## config.mk

```make
export PLATFORM = sky130hd
export DESIGN_NAME = mips_ctrl_fsm
export DESIGN_NICKNAME = d
export VERILOG_FILES = /design/src/rtl/mips_ctrl_pkg.sv /design/src/rtl/mips_ctrl_decode.sv /design/src/rtl/mips_ctrl_fsm.sv
export SDC_FILE = /design/constraint.sdc
export NUM_CORES = 1
export LEC_CHECK = 0
export CORE_MARGIN = 10
export CORE_UTILIZATION = 43
export CTS_CLUSTER_SIZE = 20
export DETAILED_ROUTE_END_ITERATION = 7
export DONT_BUFFER_PORTS = 1
export HOLD_SLACK_MARGIN = 0.03
export PLACE_DENSITY = 0.69
export SYNTH_ARGS = -nofsm -noshare
export SYNTH_HDL_FRONTEND = slang
export SYNTH_SLANG_ARGS = --single-unit
```

## constraint.sdc

```tcl
create_clock -name clk -period 4.7 [get_ports clk]
set_input_delay 0.47 -clock clk [delete_from_list [all_inputs] [get_ports clk]]
set_output_delay 0.47 -clock clk [all_outputs]
set_load 0.1 [all_outputs]
```

## src/rtl/mips_ctrl_pkg.sv

```systemverilog
// Shared constants, state encoding and the decoded control bundle for the
// multi-cycle MIPS32 main control unit.
package mips_ctrl_pkg;

    localparam logic [5:0] OP_RTYPE = 6'h00;
    localparam logic [5:0] OP_LW    = 6'h23;
    localparam logic [5:0] OP_SW    = 6'h2B;
    localparam logic [5:0] OP_BEQ   = 6'h04;
    localparam logic [5:0] OP_ADDI  = 6'h08;

    localparam logic [5:0] FN_ADD = 6'h20;
    localparam logic [5:0] FN_SUB = 6'h22;
    localparam logic [5:0] FN_AND = 6'h24;
    localparam logic [5:0] FN_OR  = 6'h25;
    localparam logic [5:0] FN_SLT = 6'h2A;

    localparam logic [2:0] ALU_ADD = 3'b010;
    localparam logic [2:0] ALU_SUB = 3'b110;
    localparam logic [2:0] ALU_AND = 3'b000;
    localparam logic [2:0] ALU_OR  = 3'b001;
    localparam logic [2:0] ALU_SLT = 3'b111;

    typedef enum logic [2:0] {
        S_FETCH,
        S_DECODE,
        S_EXEC,
        S_MEM,
        S_WB,
        S_TRAP
    } state_e;

    typedef enum logic [1:0] {
        CAUSE_NONE    = 2'b00,
        CAUSE_ILLEGAL = 2'b01,
        CAUSE_TIMEOUT = 2'b10
    } cause_e;

    typedef struct packed {
        logic       reg_dst;
        logic       alu_src;
        logic       mem_to_reg;
        logic [2:0] alu_ctrl;
        logic       is_lw;
        logic       is_sw;
        logic       is_beq;
        logic       illegal;
    } ctrl_t;

endpackage

```

## src/rtl/mips_ctrl_decode.sv

```systemverilog
// Combinational decode of the latched instruction word into the control bundle.
// Illegal encodings yield an all-zero bundle with only the illegal flag set.
module mips_ctrl_decode
    import mips_ctrl_pkg::*;
(
    input  logic [31:0] ir_i,
    output ctrl_t       ctl_o
);

    logic [5:0] op;
    logic [5:0] funct;
    logic       unused_ir;

    assign op        = ir_i[31:26];
    assign funct     = ir_i[5:0];
    assign unused_ir = ^ir_i[25:6];

    always_comb begin
        ctl_o = '0;
        case (op)
            OP_RTYPE: begin
                ctl_o.reg_dst = 1'b1;
                case (funct)
                    FN_ADD:  ctl_o.alu_ctrl = ALU_ADD;
                    FN_SUB:  ctl_o.alu_ctrl = ALU_SUB;
                    FN_AND:  ctl_o.alu_ctrl = ALU_AND;
                    FN_OR:   ctl_o.alu_ctrl = ALU_OR;
                    FN_SLT:  ctl_o.alu_ctrl = ALU_SLT;
                    default: ctl_o.illegal  = 1'b1;
                endcase
            end
            OP_LW: begin
                ctl_o.alu_src    = 1'b1;
                ctl_o.mem_to_reg = 1'b1;
                ctl_o.alu_ctrl   = ALU_ADD;
                ctl_o.is_lw      = 1'b1;
            end
            OP_SW: begin
                ctl_o.alu_src  = 1'b1;
                ctl_o.alu_ctrl = ALU_ADD;
                ctl_o.is_sw    = 1'b1;
            end
            OP_BEQ: begin
                ctl_o.alu_ctrl = ALU_SUB;
                ctl_o.is_beq   = 1'b1;
            end
            OP_ADDI: begin
                ctl_o.alu_src  = 1'b1;
                ctl_o.alu_ctrl = ALU_ADD;
            end
            default: ctl_o.illegal = 1'b1;
        endcase
        if (ctl_o.illegal) begin
            ctl_o         = '0;
            ctl_o.illegal = 1'b1;
        end
    end

endmodule

```

## src/rtl/mips_ctrl_fsm.sv

```systemverilog
// Multi-cycle main control FSM: sequences datapath strobes, watches the data
// memory handshake, counts retired instructions and traps on faults.
//
//   state    | meaning
//   FETCH    | latch Instruction into ir
//   DECODE   | register mux selects, reject illegal encodings
//   EXEC     | ALU cycle; beq resolves and advances PC here
//   MEM      | MemRead/MemWrite held until mem_ready or watchdog expiry
//   WB       | RegWrite with PC advance
//   TRAP     | all strobes off until reset
module mips_ctrl_fsm
    import mips_ctrl_pkg::*;
#(
    parameter int MEM_TIMEOUT = 16,
    parameter int CNT_W       = 32
) (
    input  logic             clk,
    input  logic             reset,
    input  logic [31:0]      Instruction,
    input  logic             mem_ready,
    output logic             RegDst,
    output logic             ALUSrc,
    output logic             MemtoReg,
    output logic [2:0]       ALUControl,
    output logic             MemRead,
    output logic             MemWrite,
    output logic             RegWrite,
    output logic             Branch,
    output logic             pc_en,
    output logic             trap,
    output logic [1:0]       trap_cause,
    output logic [CNT_W-1:0] retired
);

    localparam int TMR_W = (MEM_TIMEOUT > 1) ? $clog2(MEM_TIMEOUT) : 1;
    localparam logic [TMR_W-1:0] TMR_LOAD = TMR_W'(MEM_TIMEOUT - 1);

    state_e             state_q, state_d;
    logic [31:0]        ir_q, ir_d;
    ctrl_t              ctl_q, ctl_d, dec;
    logic [TMR_W-1:0]   tmr_q, tmr_d;
    cause_e             cause_q, cause_d;
    logic [CNT_W-1:0]   retired_q;
    logic               unused_ctl;

    mips_ctrl_decode u_decode (
        .ir_i  (ir_q),
        .ctl_o (dec)
    );

    always_ff @(posedge clk or negedge reset) begin
        if (!reset) begin
            state_q   <= S_FETCH;
            ir_q      <= '0;
            ctl_q     <= '0;
            tmr_q     <= '0;
            cause_q   <= CAUSE_NONE;
            retired_q <= '0;
        end else begin
            state_q <= state_d;
            ir_q    <= ir_d;
            ctl_q   <= ctl_d;
            tmr_q   <= tmr_d;
            cause_q <= cause_d;
            if (pc_en) begin
                retired_q <= retired_q + CNT_W'(1);
            end
        end
    end

    always_comb begin
        state_d  = state_q;
        ir_d     = ir_q;
        ctl_d    = ctl_q;
        tmr_d    = tmr_q;
        cause_d  = cause_q;
        MemRead  = 1'b0;
        MemWrite = 1'b0;
        RegWrite = 1'b0;
        Branch   = 1'b0;
        pc_en    = 1'b0;
        case (state_q)
            S_FETCH: begin
                ir_d    = Instruction;
                state_d = S_DECODE;
            end
            S_DECODE: begin
                ctl_d = dec;
                if (dec.illegal) begin
                    state_d = S_TRAP;
                    cause_d = CAUSE_ILLEGAL;
                end else begin
                    state_d = S_EXEC;
                end
            end
            S_EXEC: begin
                if (ctl_q.is_beq) begin
                    Branch  = 1'b1;
                    pc_en   = 1'b1;
                    state_d = S_FETCH;
                end else if (ctl_q.is_lw || ctl_q.is_sw) begin
                    tmr_d   = TMR_LOAD;
                    state_d = S_MEM;
                end else begin
                    state_d = S_WB;
                end
            end
            S_MEM: begin
                MemRead  = ctl_q.is_lw;
                MemWrite = ctl_q.is_sw;
                // A ready in the final watchdog cycle still completes the access.
                if (mem_ready) begin
                    if (ctl_q.is_sw) begin
                        pc_en   = 1'b1;
                        state_d = S_FETCH;
                    end else begin
                        state_d = S_WB;
                    end
                end else if (tmr_q == '0) begin
                    state_d = S_TRAP;
                    cause_d = CAUSE_TIMEOUT;
                end else begin
                    tmr_d = tmr_q - TMR_W'(1);
                end
            end
            S_WB: begin
                RegWrite = 1'b1;
                pc_en    = 1'b1;
                state_d  = S_FETCH;
            end
            S_TRAP: state_d = S_TRAP;
            default: state_d = S_FETCH;
        endcase
    end

    assign RegDst     = ctl_q.reg_dst;
    assign ALUSrc     = ctl_q.alu_src;
    assign MemtoReg   = ctl_q.mem_to_reg;
    assign ALUControl = ctl_q.alu_ctrl;
    assign trap       = (state_q == S_TRAP);
    assign trap_cause = cause_q;
    assign retired    = retired_q;
    assign unused_ctl = ctl_q.illegal;

endmodule
```

==> results.yml, run 1 <==
status:
  status: "completed"
yosys:
  syn-num-nets: 333
  ys_seq_area_share_pct: 47.8
  syn-cell-area_um2: 3200
  async_flop_share_pct: 100
  yosysWarnings: 0
  synth_edf_count: 0
  synthTopCellsByCount: "61 x dfrtp_1, 28 x xor2_1, 25 x nand2_1, 14 x mux2_2"
  synth-xor-area-share_pct: 8.77
  synthAdderAreaFrac_pct: 0.783
  synth_area_leader_cell: "dfrtp_1"
  synth_area_leaders: "dfrtp_1 48%, xor2_1 7.7%, a2111oi_2 5.2%"
  synthFlopType: "dfrtp_1"
  synth_top_family_by_area: "simple AND/OR/NAND/NOR gates"
  synth_compound_area_share_pct: 16.1
  synth_seq_cells: 61
  synthCells: 296
  avgSynthCellArea_um2: 10.8
  synthMuxAreaShare_pct: 5.25
  synth_top_area_share_pct: 47.8
  synth.distinct_cells: 59
  synth-simple-area-share_pct: 16.6
  synth.most_common_cell: "dfrtp_1"
sta:
  fmax_mhz: 317
  tns_ns: 0
  timing.final.crit_share_pct: 67.1
  setup_slack_ns: 1.55
  setup-violations-final: 0
  rsz0062_at_grt: "no"
  hold_viol_final: 0
  slew_headroom_pct: 28.3
  slew_violations: 0
  holdWs_ns: 0.291
  min_period_ns: 3.15
  tightestPinTransition_ns: 1.07
  clock-skew-final_ns: 0.0133
hold_path:
  min_to: "ir_q[4]"
  min_from: "Instruction[4]"
  min_path_type: "in2reg"
  hold_depth: 1
worst_setup_path:
  endpoint_kind: "output port"
  r2r_cells: 4
  regToRegEndpoint: "retired[1]"
  crit_required_ns: 4.23
  cp_data_arrival_time_ns: 2.68
  r2r_start: "state_q[0]"
  ff2ff_setup_slack_ns: 1.74
  crit_fanout: 24
  criticalPathCategory: "reg2out"
  startpoint_type: "register"
final_layout:
  drive_above_1_share_pct: 17.1
  finish.utilization_pct: 48.1
  nets: 332
  fin_cells: 398
  areaGrowthSynthToFinish_pct: 9.16
  n_antenna_cell: 0
clock_network:
  clkTransAtPathRegs_ns: 0.07
  clk_path_buf_depth: 2
  cts_buffers: 9
  cts_resized: 0
  root_buffer: "clkbuf_8"
  cts_tree: "built"
  insertion_delay_ns: 0.33
  htree_levels: 3
  cts_num_sinks: 61
floorplan:
  start_util_pct: 44.1
  row_count: 31
  fp.dieH_um: 106
  dieWidth_um: 106
  fp.dieArea_um2: 11300
  ios: 81
  design.core.area_um2: 7250
global_routing:
  grt_pass1_wl_um: 12100
  grt_start_max_net_pins: 62
  grt_pass1_vias: 2228
  grt.total_usage_pct: 13.1
  grt_antenna_before_repair: 0
  grt.overflow.total: 0
placement:
  dpl.cell_count: 381
  port_buffers: 0
  dpl_worst_slack_ns: 1.77
  hpwl_um: 5010
  gp_congestion: 0.749
flow_run:
  max-cap-violations: 0
route:
  antenna_left: 0
  drt_iter0_drc: 104
  drc: 0
  firstDrtPassIters: 4
  routed_via_density: 5.66
  via_count: 2251
  routed_wl_um: 7200
  wire_per_inst_um: 18.1
power_and_ir_drop:
  powerDensity_nw_per_um2: 691
  p_leak_nw: 1.26
  ir_drop_v: 0.000446
## placed cells by master, fill, tap and decap left out, types with 3 or more instances in the layout
cell type / instances
mux2_2: 14
o21ai_0: 5
dfrtp_1: 61
a2111oi_2: 11
a21oi_1: 4
nand2_1: 25
xnor2_1: 4
and2_1: 3
and3_1: 5
xor2_1: 28
nor2_1: 10
inv_1: 13
nand3_1: 13
buf_4: 5
and4_1: 5
nor3_1: 5
nand4_1: 5
nor3b_1: 3
o22ai_1: 3
clkbuf_8: 10
a211oi_1: 13
## metrics by stage
| step | total power [mW] | instance area, um^2 |
|---|---|---|
| after global routing | 2.54 | 3490 |
| after floorplan | 1.81 | 3200 |
| after detailed placement | 1.95 | 3260 |
| final | 2.41 | 3490 |
| after CTS | 2.43 | 3490 |
| after global placement | 1.92 | 3260 |
## where the power goes
| part | switching, mW | internal (mW) | leakage (nW) |
|---|---|---|---|
| Clock | 0.209 | 0.256 | 0.0992 |
| Sequential | 0.600 | 0.646 | 0.670 |
| Combinational | 0.472 | 0.227 | 0.493 |
| Total | 1.28 | 1.13 | 1.26 |
## how the worst max path moves through the flow
stage | slack (ns) | start | end
final | 1.55 | state_q[0] | RegWrite
after global routing | 1.33 | state_q[0] | pc_en
after CTS | 1.56 | state_q[0] | RegWrite
after detailed placement | 1.77 | state_q[0] | retired[1]
after global placement | 1.82 | state_q[0] | retired[1]
after floorplan | 2.07 | state_q[0] | Branch
## repair_timing
action | CTS | global route
hold buffers | 2 | 0
hold endpoints to repair | 61 | 0
buffers inserted | 0 | 0
## layer usage
metal  up-vias  global-route usage (%)  part of all wire, %
met4         0                    4.35                  1.0
met5         -                       0                    0
met3         5                    5.37                  6.9
met1      1118                    16.9                   46
met2        45                    19.5                   46
li1       1083                       -                    -
## critical path: stages (launching register included)
cell and delay [ns]:
dfrtp_1 0.49, nor2_1 0.18, nand2_1 0.61, buf_4 0.44, inv_1 0.62
## cells by family (layout without fill, tap and decap cells)
kind of cell / after synthesis / count (layout)
xor+xnor: 32 / 32
simple gates: 95 / 95
mux: 15 / 15
fa+ha+maj: 2 / 2
flops: 61 / 61
compound gates: 59 / 59
buf+inv: 32 / 35
## layout make-up
class                   instances  area (um^2)
clock buffers                  11          141
clock inverters                 4         48.8
fillers                       694         3760
inverters                      13         48.8
multi-input cells             203         1520
flip-flops and latches         61         1530
well taps                      99          124
repair buffers                  7         75.1
## state kept, by name (all words and copies together) (netlist names)
register    cells
ALUControl      3
ALUSrc          1
MemtoReg        1
RegDst          1
ctl_q           2
ir_q           12
retired        32
state_q         3
tmr_q           4
trap_cause      2
Note: power is estimated with default switching activity, not from simulation.
==> inputs of run 2 (changes only) <==
--- a/config.mk
+++ b/config.mk
@@ -11,7 +11,7 @@
 export DETAILED_ROUTE_END_ITERATION = 7
 export DONT_BUFFER_PORTS = 1
 export HOLD_SLACK_MARGIN = 0.03
-export PLACE_DENSITY = 0.69
+export PLACE_DENSITY = 0.71
 export SYNTH_ARGS = -nofsm -noshare
 export SYNTH_HDL_FRONTEND = slang
 export SYNTH_SLANG_ARGS = --single-unit
==> constraint.sdc (replaced) <==
create_clock -name clk -period 2.85 [get_ports clk]
set_input_delay 0.285 -clock clk [delete_from_list [all_inputs] [get_ports clk]]
set_output_delay 0.285 -clock clk [all_outputs]
set_load 0.1 [all_outputs]
==> run 2 against run 1 <==
Setup slack got worse by 1.1 ns. Largest power group is now combinational logic. Hold slack got worse by 0.20 ns. Power increased by 73%. Critical endpoint is now pc_en. Clock skew is 0.0070 ns lower. Design area up 8.6%. Global-route usage up 0.71 points. Clock-buffer cell count is the same. Combinational power rose to 2.9 times the previous value. Cell count up 9.8%. Critical path depth grew 1. Clock power rose by 68%.
==> results.yml, run 2 (same netlist as run 1, synthesis figures left out) <==
clock_network:
  cts_hold_buffers: 2
  insertion_delay_ns: 0.34
  clk_path_buf_depth: 2
  post_cts.repair.setup_buffers: 0
  cts_num_sinks: 61
  cts_resized: 0
  cts_buffers: 9
  cts_tree: "built"
  root_buffer: "clkbuf_8"
  clkTransAtPathRegs_ns: 0.07
  htree_levels: 3
floorplan:
  design.core.area_um2: 7250
  row_count: 31
  fp.dieArea_um2: 11300
  dieWidth_um: 106
  ios: 81
  start_util_pct: 44.1
  fp.dieH_um: 106
placement:
  placed_area_um2: 3550
  hpwl_um: 5590
  port_buffers: 0
  gp_congestion: 0.796
sta:
  tns_ns: 0
  tightestPinTransition_ns: 0.918
  hold_viol_final: 0
  rsz0062_at_grt: "no"
  setup-violations-final: 0
  slew_violations: 0
  fmax_mhz: 422
  min_period_ns: 2.37
  holdWs_ns: 0.0948
  clock-skew-final_ns: 0.00631
  timing.final.crit_share_pct: 83.1
  slew_headroom_pct: 38.8
power_and_ir_drop:
  ir_drop_v: 0.000816
  power_frac_seq_pct: 32.2
  power.switching_mw: 2.14
  powerDensity_nw_per_um2: 1100
  swShare_pct: 51.3
  comb_power_share_pct: 49.2
  power.share.clock_pct: 18.7
  p_leak_nw: 1.44
  p_int_mw: 2.04
route:
  drc: 0
  routed_via_density: 5.59
  via_count: 2443
  wire_per_inst_um: 17.5
  antenna_left: 0
  firstDrtPassIters: 4
  wl_met2_um: 3760
  dr_wl_met3_um: 525
  drt-met1-wl_um: 3270
  routed_wl_um: 7660
  drt_iter0_drc: 113
  top_layer: "met4"
worst_setup_path:
  path_cells: "nor2_1, nand2_1, buf_4, nand2_1, buf_4"
  crit_fanout: 17
  r2r_start: "state_q[0]"
  crit_required_ns: 2.57
  cp_data_arrival_time_ns: 2.08
  critical-path-max-stage-delay_ns: 0.49
  startpoint_type: "register"
  crit_buf_inv: 2
  criticalPathCategory: "reg2out"
  slowest_stage: "dfrtp_1"
  path_delay_family: "buffers and inverters"
  endpoint_kind: "output port"
  cp-startpoint: "state_q[0]"
final_layout:
  final_common_cell: "dfrtp_1"
  design_area_um2: 3790
  drive_above_1_share_pct: 26.9
  areaGrowthSynthToFinish_pct: 18.6
  largest_register_ffs: 32
  n_antenna_cell: 0
  nets: 371
  final_cell_mix: "61 x dfrtp_1, 44 x buf_4, 28 x xor2_1"
global_routing:
  grt.overflow.total: 0
  grt_antenna_before_repair: 0
  grt_pass1_vias: 2492
  grt.total_usage_pct: 13.8
  grt_pass1_wl_um: 12700
  grt_start_max_net_pins: 62
hold_path:
  min_from: "Instruction[26]"
  min_path_type: "in2reg"
flow_run:
  max-cap-violations: 0
status:
  status: "completed"
==> run 2: changes by cell type in the layout (fill, tap and decap cells not counted), sizes merged <==
cell      delta
buf         +39
clkinv       -1
clkinvlp     +1
==> run 2: power groups by stage <==
stage / clock (mW) / combinational (mW) / sequential, mW
global route: 0.835 / 2.18 / 1.38
finish: 0.781 / 2.05 / 1.34
global placement: 0 / 2.01 / 1.34
floorplan: 0 / 0.963 / 2.02
detailed placement: 0 / 2.04 / 1.36
CTS: 0.807 / 2.07 / 1.34
==> run 2: layer usage <==
layer  global-route usage (%)  up-vias
li1                         -     1152
met2                     22.3       53
met4                     5.51        0
met5                        0        -
met1                     16.3     1230
met3                     5.25        8
==> run 2: final timing paths <==
path	cells after the start	endpoint	slack, ns
setup / recovery	5	pc_en	0.48
hold reg to reg	1	retired[7]	0.52
hold / removal	1	ir_q[26]	0.09
setup reg to reg	5	retired[31]	0.76
max in group asynchronous	2	retired[19]	2.08
min in group asynchronous	2	ir_q[30]	0.52
==> run 2: per-stage QoR <==
stage          util (%)  total power [mW]  setup WS (ns)  instances
2_1_floorplan         -              2.99          0.401        296
3_3_place_gp       49.0              3.35          0.839        420
3_5_place_dp       49.0              3.39          0.774        420
4_1_cts            52.3              4.21          0.462        437
5_1_grt            52.3              4.40          0.327        437
6_report           52.3              4.18          0.481        437
==> run 2: cell type report <==
cell class / count / area, um^2
Sequential cell: 61 / 1530
Tap cell: 99 / 124
Clock inverter: 4 / 47.5
Fill cell: 645 / 3460
Clock buffer: 11 / 151
Multi-Input combinational cell: 203 / 1520
Inverter: 13 / 48.8
Timing Repair Buffer: 46 / 368
==> inputs of run 3 (changes only) <==
--- a/config.mk
+++ b/config.mk
@@ -11,7 +11,7 @@
 export DETAILED_ROUTE_END_ITERATION = 7
 export DONT_BUFFER_PORTS = 1
 export HOLD_SLACK_MARGIN = 0.03
-export PLACE_DENSITY = 0.71
+export PLACE_DENSITY = 0.69
 export SYNTH_ARGS = -nofsm -noshare
 export SYNTH_HDL_FRONTEND = slang
 export SYNTH_SLANG_ARGS = --single-unit
==> constraint.sdc (replaced) <==
create_clock -name clk -period 2.4 [get_ports clk]
set_input_delay 0.24 -clock clk [delete_from_list [all_inputs] [get_ports clk]]
set_output_delay 0.24 -clock clk [all_outputs]
set_load 0.1 [all_outputs]
==> run 3 against run 2 <==
Non-clock buffer count is 10 higher. Clock power is 6.3% higher. Utilization grew 1.1 points. Power grew 18%. Clock-buffer cell count rose by 1. Register-to-register slack worse by 0.34 ns. Critical path type unchanged. Largest power group unchanged. Highest routed layer unchanged.
==> results.yml, run 3 (same netlist as run 1, synthesis figures left out) <==
route:
  via_count: 2429
  antenna_left: 0
  drc: 0
  routed_via_density: 5.42
  wire_per_inst_um: 16.9
  routed_wl_um: 7570
  firstDrtPassIters: 4
  drt_iter0_drc: 110
global_routing:
  grt.total_usage_pct: 14.0
  grt_pass1_wl_um: 12900
  grt_antenna_before_repair: 0
  grt_pass1_vias: 2491
  grt_start_max_net_pins: 62
  grt.overflow.total: 0
final_layout:
  drive_above_1_share_pct: 28.4
  largest_register_ffs: 32
  areaGrowthSynthToFinish_pct: 21.1
  final_common_cell: "dfrtp_1"
  n_antenna_cell: 0
  final_cell_mix: "61 x dfrtp_1, 51 x buf_4, 28 x xor2_1"
  nets: 381
hold_path:
  min_from: "Instruction[28]"
  min_path_type: "in2reg"
sta:
  tns_ns: 0
  timing.final.crit_share_pct: 87.7
  slew_violations: 0
  fmax_mhz: 475
  tightestPinTransition_ns: 0.900
  setup_slack_ns: 0.295
  min_period_ns: 2.11
  slew_headroom_pct: 40.0
  setup-violations-final: 0
  hold_viol_final: 0
  clock-skew-final_ns: 0.00863
  rsz0062_at_grt: "no"
floorplan:
  start_util_pct: 44.1
  fp.dieArea_um2: 11300
  row_count: 31
  fp.dieH_um: 106
  dieWidth_um: 106
  ios: 81
  design.core.area_um2: 7250
power_and_ir_drop:
  power_frac_seq_pct: 31.4
  p_leak_nw: 1.48
  p_int_mw: 2.36
  power.share.clock_pct: 16.9
  power_mw: 4.92
  ir_drop_v: 0.000800
  power.switching_mw: 2.56
  powerDensity_nw_per_um2: 1270
  comb_power_share_pct: 51.8
  swShare_pct: 52.0
clock_network:
  clkTransAtPathRegs_ns: 0.07
  cts_num_sinks: 61
  cts_buffers: 9
  htree_levels: 3
  clk_path_buf_depth: 2
  root_buffer: "clkbuf_8"
  insertion_delay_ns: 0.34
  cts_tree: "built"
status:
  status: "completed"
worst_setup_path:
  cp-startpoint: "state_q[0]"
  startpoint_type: "register"
  criticalPathCategory: "reg2out"
  endpoint_kind: "output port"
  cp_data_arrival_time_ns: 1.87
  r2r_start: "tmr_q[0]"
  crit_fanout: 12
  crit_required_ns: 2.16
placement:
  gp_congestion: 0.827
  hpwl_um: 5500
  dpl_worst_slack_ns: 0.448
  port_buffers: 0
flow_run:
  max-cap-violations: 0
-- run 3: cell count changes in the layout (fill, tap and decap cells not counted), sizes merged --
cell	change
clkbuf	+1
dlygate4sd3	+2
buf	+8
bufinv	-1
clkinv	+1
-- run 3: critical path: stages, from the launching register on --
cell and delay (ns):
dfrtp_1 0.51, and2b_1 0.25, o21ai_4 0.32, nand2_1 0.22, buf_12 0.22
-- run 3: metal layers --
| metal | wire [um] | up-vias | track usage [%] |
|---|---|---|---|
| li1 | - | 1178 | - |
| met1 | 3320 | 1201 | 17.2 |
| met2 | 3640 | 40 | 21.4 |
| met3 | 471 | 10 | 4.47 |
| met4 | 133 | 0 | 7.45 |
| met5 | 0 | - | 0 |
-- run 3: repair_timing --
item / CTS / global route
setup endpoints to repair: 0 / 1
buffers inserted: 0 / 0
endpoints found under the hold margin: 63 / 0
hold buffers: 4 / 0
resized for setup: 0 / 1
-- run 3: power groups by stage --
stage               Clock (mW)  Sequential [mW]  Combinational, mW
floorplan                    0             2.40               1.14
global placement             0             1.54               2.49
detailed placement           0             1.55               2.53
CTS                      0.857             1.53               2.56
global route             0.900             1.60               2.70
finish                   0.830             1.54               2.55
-- run 3: layout make-up --
cell class / count / area, um^2
flip-flops and latches: 61 / 1530
well taps: 99 / 124
clock buffers: 12 / 155
clock inverters: 4 / 22.5
multi-input cells: 203 / 1530
repair buffers: 56 / 460
fillers: 639 / 3380
inverters: 13 / 48.8
-- run 3: path summary, 6_finish.rpt --
kind	slack (ns)	cells past startpoint	endpoint
setup / recovery	0.29	4	pc_en
hold / removal	0.04	1	ir_q[28]
setup reg to reg	0.42	6	tmr_q[3]
hold reg to reg	0.50	2	ALUControl[0]
max in group asynchronous	1.71	2	retired[20]
min in group asynchronous	0.42	2	ir_q[3]
-- run 3: metrics by stage --
stage	hold slack (ns)	cell area [um^2]	instances	utilization (%)
global placement	-0.0538	3630	428	50.0
global route	0.0332	3870	448	53.3
CTS	0.0321	3860	448	53.2
finish	0.0446	3870	448	53.3
detailed placement	-0.0539	3630	428	50.0
floorplan	-0.0556	3200	296	-
